### config.mk
export PLATFORM = sky130hd
export DESIGN_NAME = bcd_digit_overlay
export DESIGN_NICKNAME = d
export VERILOG_FILES = /design/src/rtl/bcd_digit_overlay.sv
export SDC_FILE = /design/constraint.sdc
export NUM_CORES = 1
export LEC_CHECK = 0
export ABC_AREA = 1
export BUFFER_PORTS_ARGS = -buffer_cell sky130_fd_sc_hd__buf_4
export CAP_MARGIN = 30
export CELL_PAD_IN_SITES_DETAIL_PLACEMENT = 0
export CELL_PAD_IN_SITES_GLOBAL_PLACEMENT = 2
export CORE_MARGIN = 2
export CORE_UTILIZATION = 25
export CTS_BUF_LIST = sky130_fd_sc_hd__clkbuf_2
export CTS_CLUSTER_DIAMETER = 60
export DETAILED_ROUTE_END_ITERATION = 8
export HOLD_SLACK_MARGIN = 0.1
export PLACE_DENSITY = 0.75
export SLEW_MARGIN = 15
export SYNTH_ARGS = -nofsm -noshare
export SYNTH_HDL_FRONTEND = slang
export SYNTH_SLANG_ARGS = --single-unit
### constraint.sdc
create_clock -name clk -period 1.8 [get_ports clk]
set_clock_uncertainty 0.15 [all_clocks]
set_input_delay 0.09 -clock clk [delete_from_list [all_inputs] [get_ports clk]]
set_output_delay 0.09 -clock clk [all_outputs]
set_load 0.02 [all_outputs]
### src/rtl/bcd_digit_overlay.sv
// Two-stage overlay that draws NUM_FIELDS two-digit BCD fields as 4x-scaled 8x16 glyphs.
// Define OVERLAY_BLINK_EN to blink the field selected by edit_sel on a 64-frame cycle.
module bcd_digit_overlay #(
  parameter int          NUM_FIELDS  = 3,
  parameter int          X0          = 192,
  parameter int          Y0          = 320,
  parameter int          FIELD_PITCH = 128,
  parameter logic [11:0] FG_RGB      = 12'hFFF,
  parameter logic [11:0] BG_RGB      = 12'h000
) (
  input  logic                    clk,
  input  logic                    reset,
  input  logic                    video_on,
  input  logic [9:0]              pix_x,
  input  logic [9:0]              pix_y,
  input  logic                    en,
  input  logic [8*NUM_FIELDS-1:0] bcd_in,
  input  logic [2:0]              edit_sel,
  output logic [11:0]             rgb_out,
  output logic                    in_cell
);

  // Sixteen glyph rows per digit; the top row sits in the most significant byte.
  function automatic logic [127:0] glyph_bits(input logic [3:0] digit);
    case (digit)
      4'd0:    glyph_bits = 128'h00007CC6C6CEDEF6E6C6C67C00000000;
      4'd1:    glyph_bits = 128'h00001838781818181818187E00000000;
      4'd2:    glyph_bits = 128'h00007CC6060C183060C0C6FE00000000;
      4'd3:    glyph_bits = 128'h00007CC606063C060606C67C00000000;
      4'd4:    glyph_bits = 128'h00000C1C3C6CCCFE0C0C0C1E00000000;
      4'd5:    glyph_bits = 128'h0000FEC0C0C0FC060606C67C00000000;
      4'd6:    glyph_bits = 128'h00003860C0C0FCC6C6C6C67C00000000;
      4'd7:    glyph_bits = 128'h0000FEC606060C183030303000000000;
      4'd8:    glyph_bits = 128'h00007CC6C6C67CC6C6C6C67C00000000;
      4'd9:    glyph_bits = 128'h00007CC6C6C67E0606060C7800000000;
      default: glyph_bits = '0;
    endcase
  endfunction

  logic [31:0]           pix_x_ext;
  logic [31:0]           pix_y_ext;
  logic [31:0]           row_off;
  logic                  row_hit;
  logic [NUM_FIELDS-1:0] field_hit;
  logic [NUM_FIELDS-1:0] field_units;
  logic [2:0]            field_col [NUM_FIELDS];

  assign pix_x_ext = {22'd0, pix_x};
  assign pix_y_ext = {22'd0, pix_y};
  assign row_off   = pix_y_ext - 32'(Y0);
  assign row_hit   = row_off < 32'd64;

  // Unsigned offset wraps to a huge value left of the field, so one compare bounds both sides.
  genvar gi;
  generate
    for (gi = 0; gi < NUM_FIELDS; gi++) begin : g_field
      localparam int LEFT = X0 + gi * FIELD_PITCH;
      logic [31:0] col_off;
      assign col_off         = pix_x_ext - 32'(LEFT);
      assign field_hit[gi]   = row_hit && (col_off < 32'd64);
      assign field_units[gi] = col_off[5];
      assign field_col[gi]   = col_off[4:2];
    end
  endgenerate

`ifdef OVERLAY_BLINK_EN
  logic [5:0] frame_cnt_reg;
  logic       frame_tick;

  assign frame_tick = (pix_x == 10'd0) && (pix_y == 10'd0);

  always_ff @(posedge clk) begin
    if (reset) begin
      frame_cnt_reg <= 6'd0;
    end else if (frame_tick) begin
      frame_cnt_reg <= frame_cnt_reg + 6'd1;
    end
  end
`else
  logic unused_edit_sel;
  assign unused_edit_sel = &{1'b0, edit_sel};
`endif

  logic       hit_next;
  logic [3:0] nibble_next;
  logic [2:0] col_next;
  logic       hide_next;

  always_comb begin
    hit_next    = 1'b0;
    nibble_next = 4'd0;
    col_next    = 3'd0;
    hide_next   = 1'b0;
    for (int k = 0; k < NUM_FIELDS; k++) begin
      if (field_hit[k]) begin
        hit_next    = en;
        nibble_next = field_units[k] ? bcd_in[8*k +: 4] : bcd_in[8*k+4 +: 4];
        col_next    = field_col[k];
`ifdef OVERLAY_BLINK_EN
        hide_next   = frame_cnt_reg[5] && (edit_sel == 3'(k));
`endif
      end
    end
  end

  logic       hit_reg;
  logic       video_reg;
  logic       hide_reg;
  logic [3:0] nibble_reg;
  logic [3:0] row_reg;
  logic [2:0] col_reg;

  always_ff @(posedge clk) begin
    if (reset) begin
      hit_reg    <= 1'b0;
      video_reg  <= 1'b0;
      hide_reg   <= 1'b0;
      nibble_reg <= 4'd0;
      row_reg    <= 4'd0;
      col_reg    <= 3'd0;
    end else begin
      hit_reg    <= hit_next;
      video_reg  <= video_on;
      hide_reg   <= hide_next;
      nibble_reg <= nibble_next;
      row_reg    <= row_off[5:2];
      col_reg    <= col_next;
    end
  end

  logic [127:0] glyph_word;
  logic [7:0]   glyph_byte;
  logic         glyph_on;

  assign glyph_word = glyph_bits(nibble_reg);
  assign glyph_byte = glyph_word[{~row_reg, 3'b000} +: 8];
  assign glyph_on   = glyph_byte[~col_reg];

  always_ff @(posedge clk) begin
    if (reset || !(video_reg && hit_reg)) begin
      rgb_out <= 12'd0;
      in_cell <= 1'b0;
    end else begin
      rgb_out <= (glyph_on && !hide_reg) ? FG_RGB : BG_RGB;
      in_cell <= 1'b1;
    end
  end

endmodule

==> reports/qor.yml <==
cts:
  h-tree-depth: 2
  numCtsBuffers: 5
  clkSlewWorstSetupHoldPaths_ns: 0.26
  cts_max_path_buffers: 2
  clock_sinks: 51
  cts_setup_buffers: 0
  clk_latency_ns: 0.46
  tritoncts: "done"
  clock-root-buffer: "clkbuf_2"
drt:
  wl_per_cell_um: 12.03
  drtAntennaViolNets: 0
  first_iter_violations: 122
  firstDrtPassIters: 5
  drc_errors: 0
  routed_wirelength_um: 8181
  via_per_inst: 4.272
  vias: 2905
logic_synthesis:
  netlist.area_leader.share_pct: 35.90
  syn_avg_cell_area_sq_um: 6.553
  synth_top_area_cell: "dfxtp_1"
  synthSimpleGateAreaFrac_pct: 41.88
  synth-warning-count: 0
  synth_top_family_by_area: "simple AND/OR/NAND/NOR gates"
  synthMuxAreaShare_pct: 0
  synth_cell_types: 32
  syn_nets: 493
  synthTopCellsByArea: "dfxtp_1 (36%), nand2_1 (21%), nand3_1 (7.9%)"
  ys_seq_area_share_pct: 35.90
  syn_inst: 434
  synth-xor-area-share_pct: 0
  synth_area_sq_um: 2844
  synth_compound_area_share_pct: 6.643
  synth-adder-area-share_pct: 3.520
  ys_ff_latch: 51
setup_path:
  start_kind: "input port"
  cp_cell_sequence: "buf_4 > inv_2 > nand2_1 > dlygate4sd3_1 > nor2_1 > nand2_1 > o211ai_1 > buf_4 > ha_1 > nand3_2 > nand3_1"
  slowest_delay_ns: 0.56
  r2r_setup_slack_ns: 0.19
  cp.buffers_inverters: 4
  timing.rr.end: "rgb_out[10]"
  crit_type: "input port to flip-flop"
  crit_path_start: "pix_x[9]"
  cp-endpoint: "glyph_word[62]"
  r2r_start: "row_reg[0]"
  critPathMaxFanout: 6
  slowest_stage: "dlygate4sd3_1"
  worstSetupEndpointType: "flip-flop"
  cp_top_family: "buffers and inverters"
  rr_worst_depth: 8
  cp.depth: 11
  cp.required_ns: 2.05
  worstPathArrival_ns: 1.92
floorplanning:
  dieHeight_um: 110.7
  coreArea_sq_um: 10980
  dieArea_sq_um: 12240
  io_pins: 64
  rows: 38
  die_w_um: 110.7
  initial_core_util_pct: 25.89
sta:
  hold_viol: 0
  rsz0062_at_grt: "false"
  tns_ns: 0
  worst_hold_slack_ns: 0.1283
  worst_slew_pin_slew_ns: 0.4846
  slew_violations: 0
  slew-limit-headroom_pct: 67.66
  timing.final.crit_share_pct: 92.66
  final-setup-viol-count: 0
  period_minus_slack_ns: 1.668
  fmax_mhz: 599.6
finish:
  syn_to_final_growth_pct: 38.19
  fillers: 1182
  drive_above_1_share_pct: 25.79
  largest_reg_flops: 40
  design_area_sq_um: 3930
  final_nets: 597
grt:
  grt_overflow_total: 0
  grt_first_pass_wirelength_um: 13630
  grt_pass1_vias: 2852
  grt_max_degree: 22
  track_usage_pct: 13.72
  antenna_found_initial: 1
power_and_ir_drop:
  vdd_drop_max_v: 0.0003191
  switching_share_pct: 27.65
  seq_power_share_pct: 59.2
  power_switching_uw: 537.9
  p_per_area_nw_per_um2: 495.0
  clkPwrFrac_pct: 23.9
  p_int_uw: 1408
  p_leak_uw: 0.002079
  pwr-share-comb_pct: 16.9
placement:
  dpl.hpwl_um: 6687
  dpl_cell_area_sq_um: 3671
  portBuffers: 56
  place.gp.congestion: 0.8356
min_path:
  worstHoldStart: "bcd_in[19]"
  hold_path_class: "input port to flip-flop"
status:
  status: "finished, final reports clean"
job:
  maxCapViolCount: 0
power by group through the flow:
stage          combinational, uW  clock (uW)  sequential (uW)
4_1_cts                      330         484             1150
3_5_place_dp                 301           0             1170
6_report                     328         465             1150
2_1_floorplan                139           0             1170
3_3_place_gp                 302           0             1170
5_1_grt                      368         529             1160
routing by layer:
metal  track usage, %  wire, um  share of wire, %
met2            23.35      3930                48
met1            16.78      3660                45
met4            7.000       277               3.4
met5                0         0                 0
met3            2.078       314               3.8
metrics by stage:
stage | setup slack (ns) | total power [uW] | utilization [%] | cells
3_5_place_dp | -0.08621 | 1475 | 33.42 | 651
4_1_cts | 0.04933 | 1968 | 35.68 | 679
2_1_floorplan | 0.05193 | 1309 | - | 434
5_1_grt | 0.005845 | 2052 | 35.78 | 680
3_3_place_gp | -0.05432 | 1475 | 33.42 | 651
6_report | 0.1321 | 1946 | 35.78 | 680
how the worst min path moves through the flow:
stage / cells after the start / end / slack (ns)
finish: 6 / glyph_word[105] / 0.13
global route: 7 / glyph_word[47] / 0.12
CTS: 7 / glyph_word[47] / 0.11
detailed placement: 3 / row_reg[0] / 0.15
global placement: 3 / row_reg[0] / 0.14
floorplan: 1 / row_reg[0] / 0.01
area by class of cell:
| cell class | instances | area, sq um | share of cell area (%) |
|---|---|---|---|
| multi-input combinational | 308 | 1490 | 37.92 |
| sequential | 51 | 1025 | 26.07 |
| timing repair buffer | 119 | 993.5 | 25.28 |
| inverter | 53 | 198.9 | 5.062 |
| tap | 140 | 175.2 | 4.457 |
| clock buffer | 5 | 25.02 | 0.6367 |
| clock inverter | 3 | 20.02 | 0.5094 |
| antenna | 1 | 2.502 | 0.06367 |
synthesized netlist by cell type:
cell	count
a21boi_0	1
inv_1	48
nor2_4	1
o21ai_0	7
nand2_2	5
or2_2	2
nand3_2	6
clkinv_1	1
nor2_1	39
nand3_4	1
nor3_4	2
o211ai_2	1
inv_2	4
o21ai_1	4
nand4_1	5
buf_4	13
or2_0	2
ha_1	8
a21oi_1	10
nor3_1	2
o21ai_2	1
o211ai_1	3
dfxtp_1	51
a21oi_4	1
buf_6	1
buf_2	4
nand2_1	160
buf_1	1
o2111ai_1	1
clkbuf_1	3
a22oi_1	1
nand3_1	45
worst min-delay path, stage by stage:
cell and delay, ns:
buf_4 0.08, o21ai_1 0.08, nand4_1 0.12, nand3_4 0.16, nand2_2 0.13, nor2_1 0.06
placed cells by master (no fill, tap or decap), drive strengths merged:
cell type    count
clkinvlp         2
a22oi            1
o2111ai          1
ha               8
clkinv           2
or2              4
o21ai           12
nand4            5
clkbuf           5
o211ai           4
dlygate4sd3     20
a21boi           1
nand3           52
nand2          165
inv             52
a21oi           11
dfxtp           51
nor2            40
diode            1
nor3             4
buf             99
kinds of logic after synthesis:
group           Yosys count
fa+ha+maj                 8
compound gates           30
flops                    51
buf+inv                  75
simple gates            270
repair_timing:
| item | CTS | global route |
|---|---|---|
| hold buffers | 20 | 0 |
| resized for setup | 1 | 8 |
| endpoints found under the hold margin | 14 | 0 |
| cloned | 0 | 0 |
| pin swaps | 0 | 1 |
| endpoints found under the setup margin | 1 | 5 |
No activity file was read; power rests on OpenSTA's default activity.
